==> src/rtl/cpu_types_pkg.sv <==
// -----------------------------------------------------------------------------
// cpu_types_pkg
// Shared fetch-stage types.
//   pc_sel_t          : next-PC source chosen by fetch_pc_unit
//   RAS_DEPTH_DEFAULT : default return address stack depth
// -----------------------------------------------------------------------------
package cpu_types_pkg;

  typedef enum logic [2:0] {
    PC_SEQ,
    PC_REDIR,
    PC_RAS,
    PC_FLUSH,
    PC_HOLD
  } pc_sel_t;

  localparam int RAS_DEPTH_DEFAULT = 4;

endpackage

==> src/rtl/return_address_stack.sv <==
// -----------------------------------------------------------------------------
// return_address_stack
// Circular return address stack with a top pointer and a saturating count.
// Pushing onto a full stack overwrites the oldest entry. push and pop are
// expected to be pre-qualified by the caller (stall/flush already removed).
//   clk, rst : clock, asynchronous active-high reset (pointer/count only)
//   push     : write wdata as the new top
//   pop      : discard the top (ignored when empty)
//   wdata    : address to push
//   top      : current top entry (don't-care when empty)
//   empty    : no valid entries
//   full     : RAS_DEPTH valid entries
//   count    : number of valid entries
// -----------------------------------------------------------------------------
module return_address_stack
  import cpu_types_pkg::*;
#(
  parameter int RAS_DEPTH = RAS_DEPTH_DEFAULT,
  parameter int PC_W      = 32
) (
  input  logic                       clk,
  input  logic                       rst,
  input  logic                       push,
  input  logic                       pop,
  input  logic [PC_W-1:0]            wdata,
  output logic [PC_W-1:0]            top,
  output logic                       empty,
  output logic                       full,
  output logic [$clog2(RAS_DEPTH):0] count
);

  localparam int PTR_W = $clog2(RAS_DEPTH);
  localparam int CNT_W = PTR_W + 1;
  localparam logic [PTR_W-1:0] PTR_ONE = PTR_W'(1);
  localparam logic [CNT_W-1:0] CNT_ONE = CNT_W'(1);
  localparam logic [CNT_W-1:0] CNT_MAX = CNT_W'(RAS_DEPTH);

  logic [PC_W-1:0]  r_mem [RAS_DEPTH];
  logic [PTR_W-1:0] r_tp;
  logic [CNT_W-1:0] r_count;

  logic [PTR_W-1:0] w_tp_next;
  logic [PTR_W-1:0] w_wr_idx;
  logic [CNT_W-1:0] w_count_next;
  logic             w_we;
  logic             w_nonempty;

  assign w_nonempty = (r_count != '0);

  always_comb begin
    w_tp_next    = r_tp;
    w_count_next = r_count;
    w_wr_idx     = r_tp;
    w_we         = 1'b0;
    if (push && pop && w_nonempty) begin
      // Pop-then-push collapses to overwriting the top slot in place.
      w_we = 1'b1;
    end else if (push) begin
      // Circular pointer: on a full stack this lands on the oldest entry.
      w_tp_next = r_tp + PTR_ONE;
      w_wr_idx  = r_tp + PTR_ONE;
      w_we      = 1'b1;
      if (r_count != CNT_MAX) w_count_next = r_count + CNT_ONE;
    end else if (pop && w_nonempty) begin
      w_tp_next    = r_tp - PTR_ONE;
      w_count_next = r_count - CNT_ONE;
    end
  end

  always_ff @(posedge clk or posedge rst) begin
    if (rst) begin
      r_tp    <= '0;
      r_count <= '0;
    end else begin
      r_tp    <= w_tp_next;
      r_count <= w_count_next;
    end
  end

  // Entry storage carries no reset; contents are meaningless until pushed.
  always_ff @(posedge clk) begin
    if (w_we) r_mem[w_wr_idx] <= wdata;
  end

  assign top   = r_mem[r_tp];
  assign empty = !w_nonempty;
  assign full  = (r_count == CNT_MAX);
  assign count = r_count;

endmodule

==> src/rtl/fetch_pc_unit.sv <==
// -----------------------------------------------------------------------------
// fetch_pc_unit
// Fetch-stage program counter: registered PC/PC4, priority next-PC select
// (flush > stall > RAS return > redirect > sequential) and optional return
// address stack.
// Build option: define FETCH_PC_RAS_EN to instantiate the return address
// stack. Without it, call_push/ret_pop are ignored and the RAS status outputs
// read constant empty.
//   CLK, RST        : clock, asynchronous active-high reset
//   stall           : hold PC and RAS
//   flush_valid/_target       : execute-stage correction (beats stall)
//   redirect_valid/_target    : decode-stage jump
//   call_push, call_ret_addr  : push a return address
//   ret_pop         : predict a return from the RAS top
//   PC, PC4         : current fetch address and PC + INSTR_BYTES
//   ras_empty, ras_full, ras_count : RAS occupancy
// -----------------------------------------------------------------------------
module fetch_pc_unit
  import cpu_types_pkg::*;
#(
  parameter int              PC_W        = 32,
  parameter logic [PC_W-1:0] PC_INIT     = '0,
  parameter int              INSTR_BYTES = 4,
  parameter int              RAS_DEPTH   = RAS_DEPTH_DEFAULT
) (
  input  logic                       CLK,
  input  logic                       RST,
  input  logic                       stall,
  input  logic                       flush_valid,
  input  logic [PC_W-1:0]            flush_target,
  input  logic                       redirect_valid,
  input  logic [PC_W-1:0]            redirect_target,
  input  logic                       call_push,
  input  logic [PC_W-1:0]            call_ret_addr,
  input  logic                       ret_pop,
  output logic [PC_W-1:0]            PC,
  output logic [PC_W-1:0]            PC4,
  output logic                       ras_empty,
  output logic                       ras_full,
  output logic [$clog2(RAS_DEPTH):0] ras_count
);

  localparam logic [PC_W-1:0] INC        = PC_W'(INSTR_BYTES);
  localparam logic [PC_W-1:0] ALIGN_MASK = ~PC_W'(INSTR_BYTES - 1);

  function automatic logic [PC_W-1:0] f_align(input logic [PC_W-1:0] a);
    return a & ALIGN_MASK;
  endfunction

  localparam logic [PC_W-1:0] RESET_PC = f_align(PC_INIT);

  logic [PC_W-1:0] r_pc;
  logic [PC_W-1:0] r_pc4;

  pc_sel_t         w_sel;
  logic [PC_W-1:0] w_pc_next;
  logic [PC_W-1:0] w_ras_top;
  logic            w_ras_hit;

`ifdef FETCH_PC_RAS_EN
  logic w_push;
  logic w_pop;

  // The stack only moves on cycles where fetch actually advances.
  assign w_push = call_push & ~stall & ~flush_valid;
  assign w_pop  = ret_pop   & ~stall & ~flush_valid;

  return_address_stack #(
    .RAS_DEPTH (RAS_DEPTH),
    .PC_W      (PC_W)
  ) u_ras (
    .clk   (CLK),
    .rst   (RST),
    .push  (w_push),
    .pop   (w_pop),
    .wdata (call_ret_addr),
    .top   (w_ras_top),
    .empty (ras_empty),
    .full  (ras_full),
    .count (ras_count)
  );

  // A return on an empty stack gives no prediction and falls through.
  assign w_ras_hit = ret_pop & ~ras_empty;
`else
  logic w_unused_ras;

  assign w_unused_ras = ^{call_push, ret_pop, call_ret_addr};
  assign w_ras_top    = '0;
  assign w_ras_hit    = 1'b0;
  assign ras_empty    = 1'b1;
  assign ras_full     = 1'b0;
  assign ras_count    = '0;
`endif

  always_comb begin
    w_sel = PC_SEQ;
    if (flush_valid)         w_sel = PC_FLUSH;
    else if (stall)          w_sel = PC_HOLD;
    else if (w_ras_hit)      w_sel = PC_RAS;
    else if (redirect_valid) w_sel = PC_REDIR;
  end

  always_comb begin
    w_pc_next = r_pc4;
    case (w_sel)
      PC_FLUSH: w_pc_next = f_align(flush_target);
      PC_HOLD:  w_pc_next = r_pc;
      PC_RAS:   w_pc_next = f_align(w_ras_top);
      PC_REDIR: w_pc_next = f_align(redirect_target);
      default:  w_pc_next = r_pc4;
    endcase
  end

  // PC4 is registered alongside PC; the add wraps modulo 2^PC_W.
  always_ff @(posedge CLK or posedge RST) begin
    if (RST) begin
      r_pc  <= RESET_PC;
      r_pc4 <= RESET_PC + INC;
    end else begin
      r_pc  <= w_pc_next;
      r_pc4 <= w_pc_next + INC;
    end
  end

  assign PC  = r_pc;
  assign PC4 = r_pc4;

endmodule
==> config.mk <==
export PLATFORM = sky130hd
export DESIGN_NAME = fetch_pc_unit
export DESIGN_NICKNAME = d
export VERILOG_FILES = /design/src/rtl/cpu_types_pkg.sv /design/src/rtl/return_address_stack.sv /design/src/rtl/fetch_pc_unit.sv
export SDC_FILE = /design/constraint.sdc
export NUM_CORES = 1
export LEC_CHECK = 0
export CORE_ASPECT_RATIO = 0.9
export CORE_MARGIN = 3
export CORE_UTILIZATION = 40
export CTS_CLUSTER_SIZE = 25
export DETAILED_ROUTE_END_ITERATION = 10
export MAX_ROUTING_LAYER = met4
export PLACE_DENSITY = 0.79
export SLEW_MARGIN = 5
export SYNTH_ARGS = -nofsm -noshare
export SYNTH_HDL_FRONTEND = slang
export SYNTH_HIERARCHICAL = 1
export SYNTH_SLANG_ARGS = --single-unit
==> constraint.sdc <==
create_clock -name CLK -period 3.5 [get_ports CLK]
set_input_delay 0.525 -clock CLK [delete_from_list [all_inputs] [get_ports CLK]]
set_output_delay 0.525 -clock CLK [all_outputs]
set_load 0.01 [all_outputs]
# Word level (Yosys, flattened, before mapping)
# Index checks and enable logic that the tools add are counted.
dict set report totals {
  reg_bits 64
  elab_cells 11
}
dict set report classes {
  n_addsub 1
  n_eq_ne 4
  muxes 4
}
# operator n
set ops {}
lappend ops {{$pmux 32 s4} 1}
lappend ops {{$add 32x3->32 const B} 1}
lappend ops {{$eq 3x2->1 const B} 2}
lappend ops {{$mux 3} 2}
lappend ops {{$eq 3x1->1 const B} 1}
lappend ops {{$eq 3x3->1 const B} 1}
lappend ops {{$mux 1} 1}

# Logic depth before layout (Yosys ltp)
dict set report logic_depth {
  ltp_word 6
  ltp_mapped 12
  mapped_depth_nobuf 7
}

# Least setup slack after synthesis
# No wires, ideal clock.
dict set report synth_timing {
  kind {input to register}
  startpoint {input port flush_valid}
  endpoint {register r_pc4[30], in the netlist PC4[30]}
  setup_ns 0.136
  arrival_ns 3.126
  t_required_ns 3.364
  slack_ns 0.238
  cell_stages 12
  path_buffers 6
  cell_sequence {buf_4 nor3_2 buf_2 buf_2 buf_2 buf_2 a21o_1 ha_1 or4b_4 buf_6 nor4_2 xnor2_1}
}
dict set report synth_via {
  elab_chain_len 4
}
# element line_no
set synth_lines {}
lappend synth_lines {{start, declared} fetch_pc_unit.sv:29} ;# input logic flush_valid,
lappend synth_lines {{$mux 3 *} fetch_pc_unit.sv:98} ;# if (flush_valid) w_sel = PC_FLUSH;
lappend synth_lines {{$eq 3x1->1 (tied with other cells)} fetch_pc_unit.sv:106} ;# case (w_sel)
lappend synth_lines {{$pmux 32 s4 *} fetch_pc_unit.sv:106}
lappend synth_lines {{named net w_pc_next[3]} fetch_pc_unit.sv:56} ;# logic [PC_W-1:0] w_pc_next;
lappend synth_lines {{$add 32x3->32 *} fetch_pc_unit.sv:122} ;# r_pc4 <= w_pc_next + INC;
lappend synth_lines {{end signal, assigned} fetch_pc_unit.sv:119} ;# r_pc4 <= RESET_PC + INC;
lappend synth_lines {{end signal, assigned} fetch_pc_unit.sv:122}
lappend synth_lines {{end, declared} fetch_pc_unit.sv:53} ;# logic [PC_W-1:0] r_pc4;
# The timed path passes the listed nets; every way through them passes the cells marked *.

# Final worst setup path
dict set report layout_timing {
  startpoint {input port redirect_valid}
  endpoint {register r_pc4[26], in the netlist PC4[26]}
}
dict set report layout_via {
  elab_chain_len 6
}
# element line_no
set layout_lines {}
lappend layout_lines {{start, declared} fetch_pc_unit.sv:31} ;# input logic redirect_valid,
lappend layout_lines {{$mux 1 *} fetch_pc_unit.sv:101} ;# else if (redirect_valid) w_sel = PC_REDIR;
lappend layout_lines {{$mux 3 *} fetch_pc_unit.sv:99} ;# else if (stall) w_sel = PC_HOLD;
lappend layout_lines {{$mux 3 *} fetch_pc_unit.sv:98}
lappend layout_lines {{$eq 3x1->1 (tied with other cells)} fetch_pc_unit.sv:106}
lappend layout_lines {{$pmux 32 s4 *} fetch_pc_unit.sv:106}
lappend layout_lines {{named net w_pc_next[2]} fetch_pc_unit.sv:56}
lappend layout_lines {{$add 32x3->32 *} fetch_pc_unit.sv:122}
# Marks and branches as above.

==> results by group <==
Status
  • Outcome: finished clean

Synth
  • Synth Area in Adders: less than 1%
  • Post-synthesis sequential area ratio: a little over two fifths
  • Synthesis-stage register bit count: 62
  • Synth Flop Type: dfrtp_1
  • FFs w/ async S/R, synth: between 90% and 100%
  • Mapped Area: 3540 µm²
  • XOR/XNOR share of the synthesized area: around 6.7%
  • Main combinational cell family by area after synthesis: simple AND/OR/NAND/NOR gates
  • Syn. warnings: 6
  • Yosys cell types: 50
  • Avg Cell Area, Syn: about 10 µm²
  • Syn Inst Count: between 300 and 400
  • Multiplexer share of the synthesized area: less than 1%
  • Synth Area in Compound Gates: 20.0%
  • Number of flops mapped to enable cells by yosys: 0
  • Simple-gate portion of the synthesized area: ~22%

Floorplanning
  • I/O pin cnt: roughly 170
  • Core Box Area: 8340 µm²
  • DIE HEIGHT: ~95 µm
  • Die X-Extent: between 100 and 150 µm
  • Die area: between 10000 and 15000 µm²
  • Initial Util: 42.4%
  • Num rows: 31

Routing
  • First-pass DRT Iterations: 4
  • Drt via density: 5.30
  • Via count: around 3.1k
  • # DRC: 0
  • Detailed Route Iter0 Violations: between 100 and 150
  • WL final: 9.98 mm
  • Post-route ant nets: 0
  • Routed len/inst: approximately 17 µm

Clock tree
  • CTS buffer count: 9
  • Clk_lat worst skew: between 300 and 400 ps
  • Clock Path Buffers: 2
  • PostCTS Resize Cnt: 0
  • CTS Root Buffer Type: clkbuf_8
  • Post-CTS Setup Repair Bufs: 0
  • H-tree lvl count: 3
  • CTS tree: built
  • Clock Sinks: between 60 and 70
  • Cts hold-fix bufs: 0
  • Clock-pin slew on the worst setup and hold paths: 60 ps

Worst setup path
  • CP max stage delay: 600 ps
  • Worst flop-to-flop path endpoint: PC4[26]
  • Critical R2R Launch: PC4[2]
  • Crit-path max FO: 32
  • Critical path type: in2reg
  • Worst-path cell chain: clkdlybuf4s50_1, buf_12, mux2i_1, a221oi_2, ha_1, or4b_4, nor4_1, xor2_1
  • Critical Path RT: approximately 3800 ps
  • Reg-to-reg slack, setup: slightly above 1000 ps
  • Worst-case reg-to-reg path depth: 6
  • Slowest CP cell: or4b_4
  • CP Capture Type: flip-flop
  • Crit path DAT: roughly 3100 ps
  • Startpoint types: primary input

Finish
  • Fill cells: ~710
  • Area Overhead vs Synth: 42.8%
  • Nets: just under 600
  • Layout cell share with drive strength beyond 1: approximately a tenth
  • Commonest non-fill, non-tap cell in the layout: clkdlybuf4s50_1
  • Finished Layout Cells: just under 600
  • Commonest cells after routing, fill and taps aside: clkdlybuf4s50_1, dfrtp_1, a21oi_1
  • Ant diodes: 0

Global routing
  • Initial antenna violation count: 0
  • Vias in the first global route: about 3.2k
  • GRT Resource Usage Total: between 20% and 30%
  • First-pass GRT wire length: roughly 16 mm
  • Grt total ovfl: 0
  • Pin count of the biggest net entering global routing: 38

Pwr
  • Leak Pwr: ~2 nW
  • Peak VDD IR: approximately 200 µV
  • Power Density: 406 nW/µm²

Min path
  • Worst hold path type: reg2reg
  • Cells on Worst Hold Path: 1
  • Hold EP: PC[26]
  • Hold wc startpoint: PC4[26]

Place
  • Dpl ws: around 260 ps
  • Post-DP HPWL: approximately 7.3 mm
  • IO buf count: approximately 130
  • Post-Place Cells: roughly 580
  • Placer congestion estimate: roughly 0.83

Timing
  • Part of the cycle the worst path needs: about 82%
  • Slew Limit Fails: 0
  • Slew @ Worst Pin: ~750 ps
  • Setup ws final: ~600 ps
  • Max_slew headroom: between 40 and 50%
  • Final Hold Viols: 0
  • Final setup viols: 0
  • Final Skew: approximately 6.0 ps
  • Min cycle time layout: about 2900 ps
  • RSZ-0062 raised after global routing: no
  • Max Clk Rate: around 0.35 GHz
  • Final setup TNS: 0 ps

Flow run
  • Maxcap violations: 0
cells in the mapped netlist, drive strengths merged, types with 2 or more instances:
| cell type | instances | area, µm² |
|---|---|---|
| a21o | 17 | 128 |
| a21oi | 58 | 309 |
| a221oi | 3 | 50.1 |
| a22o | 2 | 17.5 |
| a32o | 12 | 120 |
| a32oi | 4 | 42.6 |
| and2 | 3 | 18.8 |
| buf | 24 | 164 |
| clkbuf | 6 | 23.8 |
| conb | 2 | 7.51 |
| dfrtp | 61 | 1530 |
| inv | 10 | 37.5 |
| mux2i | 2 | 20.0 |
| nand2 | 11 | 41.3 |
| nand3 | 4 | 20.0 |
| nand3b | 28 | 210 |
| nand4 | 5 | 31.3 |
| nand4b | 3 | 32.5 |
| nor2 | 11 | 43.8 |
| nor2b | 28 | 175 |
| nor3 | 7 | 40.0 |
| nor3b | 4 | 35.0 |
| nor4 | 7 | 75.1 |
| o21ai | 2 | 10.0 |
| or2 | 2 | 12.5 |
| xnor2 | 11 | 96.3 |
| xor2 | 16 | 140 |
metal layers:
metal | GRT usage (%) | vias to the layer above | wire length [µm]
li1 | - | 1501 | -
met1 | 26.9 | 1525 | 4630
met2 | 33.0 | 109 | 4790
met3 | 3.66 | 2 | 526
met4 | 5.90 | 0 | 29
met5 | - | - | 0
where the power goes:
group	internal, mW	switching, mW
clock	0.361	0.261
sequential	0.798	0.0629
combinational	0.308	0.263
total	1.47	0.587
metrics by stage:
stage | hold slack [ps] | power, mW | instance area, µm² | utilization [%]
finish | 557 | 2.05 | 5050 | 60.6
floorplan | 560 | 1.14 | 3550 | -
CTS | 560 | 2.06 | 5050 | 60.6
global placement | 532 | 1.43 | 4860 | 58.3
detailed placement | 544 | 1.44 | 4860 | 58.3
global route | 572 | 2.15 | 5050 | 60.6
cells by family after synthesis:
logic type               count (synthesis)
multiplexers                             2
XOR/XNOR                                27
adder cells (fa/ha/maj)                  1
flip-flops                              62
buffers and inverters                   40
other                                    2
AO/OA/AOI/OAI                          102
AND/OR/NAND/NOR                        117
worst max-delay path by stage:
stage / startpoint / to / cells after the start
global route: redirect_valid / PC4[26] / 8
finish: redirect_valid / PC4[26] / 8
global placement: redirect_valid / PC4[26] / 8
CTS: redirect_valid / PC4[26] / 8
floorplan: flush_valid / PC4[30] / 12
detailed placement: redirect_valid / PC4[26] / 8
critical path: cells and delay by family:
| kind | cells | cell delay (ps) |
|---|---|---|
| buffers and inverters | 2 | 710 |
| AO/OA/AOI/OAI | 1 | 320 |
| XOR/XNOR | 1 | 170 |
| multiplexers | 1 | 120 |
| adder cells (fa/ha/maj) | 1 | 280 |
| AND/OR/NAND/NOR | 2 | 1010 |
final cells by class:
type / count / area [µm²] / share of cell area (%)
Multi-Input combinational cell: 254 / 1780 / 35.2
Inverter: 10 / 37.5 / 0.743
Clock inverter: 1 / 30.0 / 0.594
Clock buffer: 13 / 159 / 3.14
Sequential cell: 62 / 1550 / 30.7
Timing Repair Buffer: 137 / 1350 / 26.7
Tap cell: 115 / 144 / 2.85
sequential cells by signal, indices dropped and copies added, names as in the netlist, named ones only:
name and count:
PC4 30, PC 30
Power figures use the tool's default switching activity.
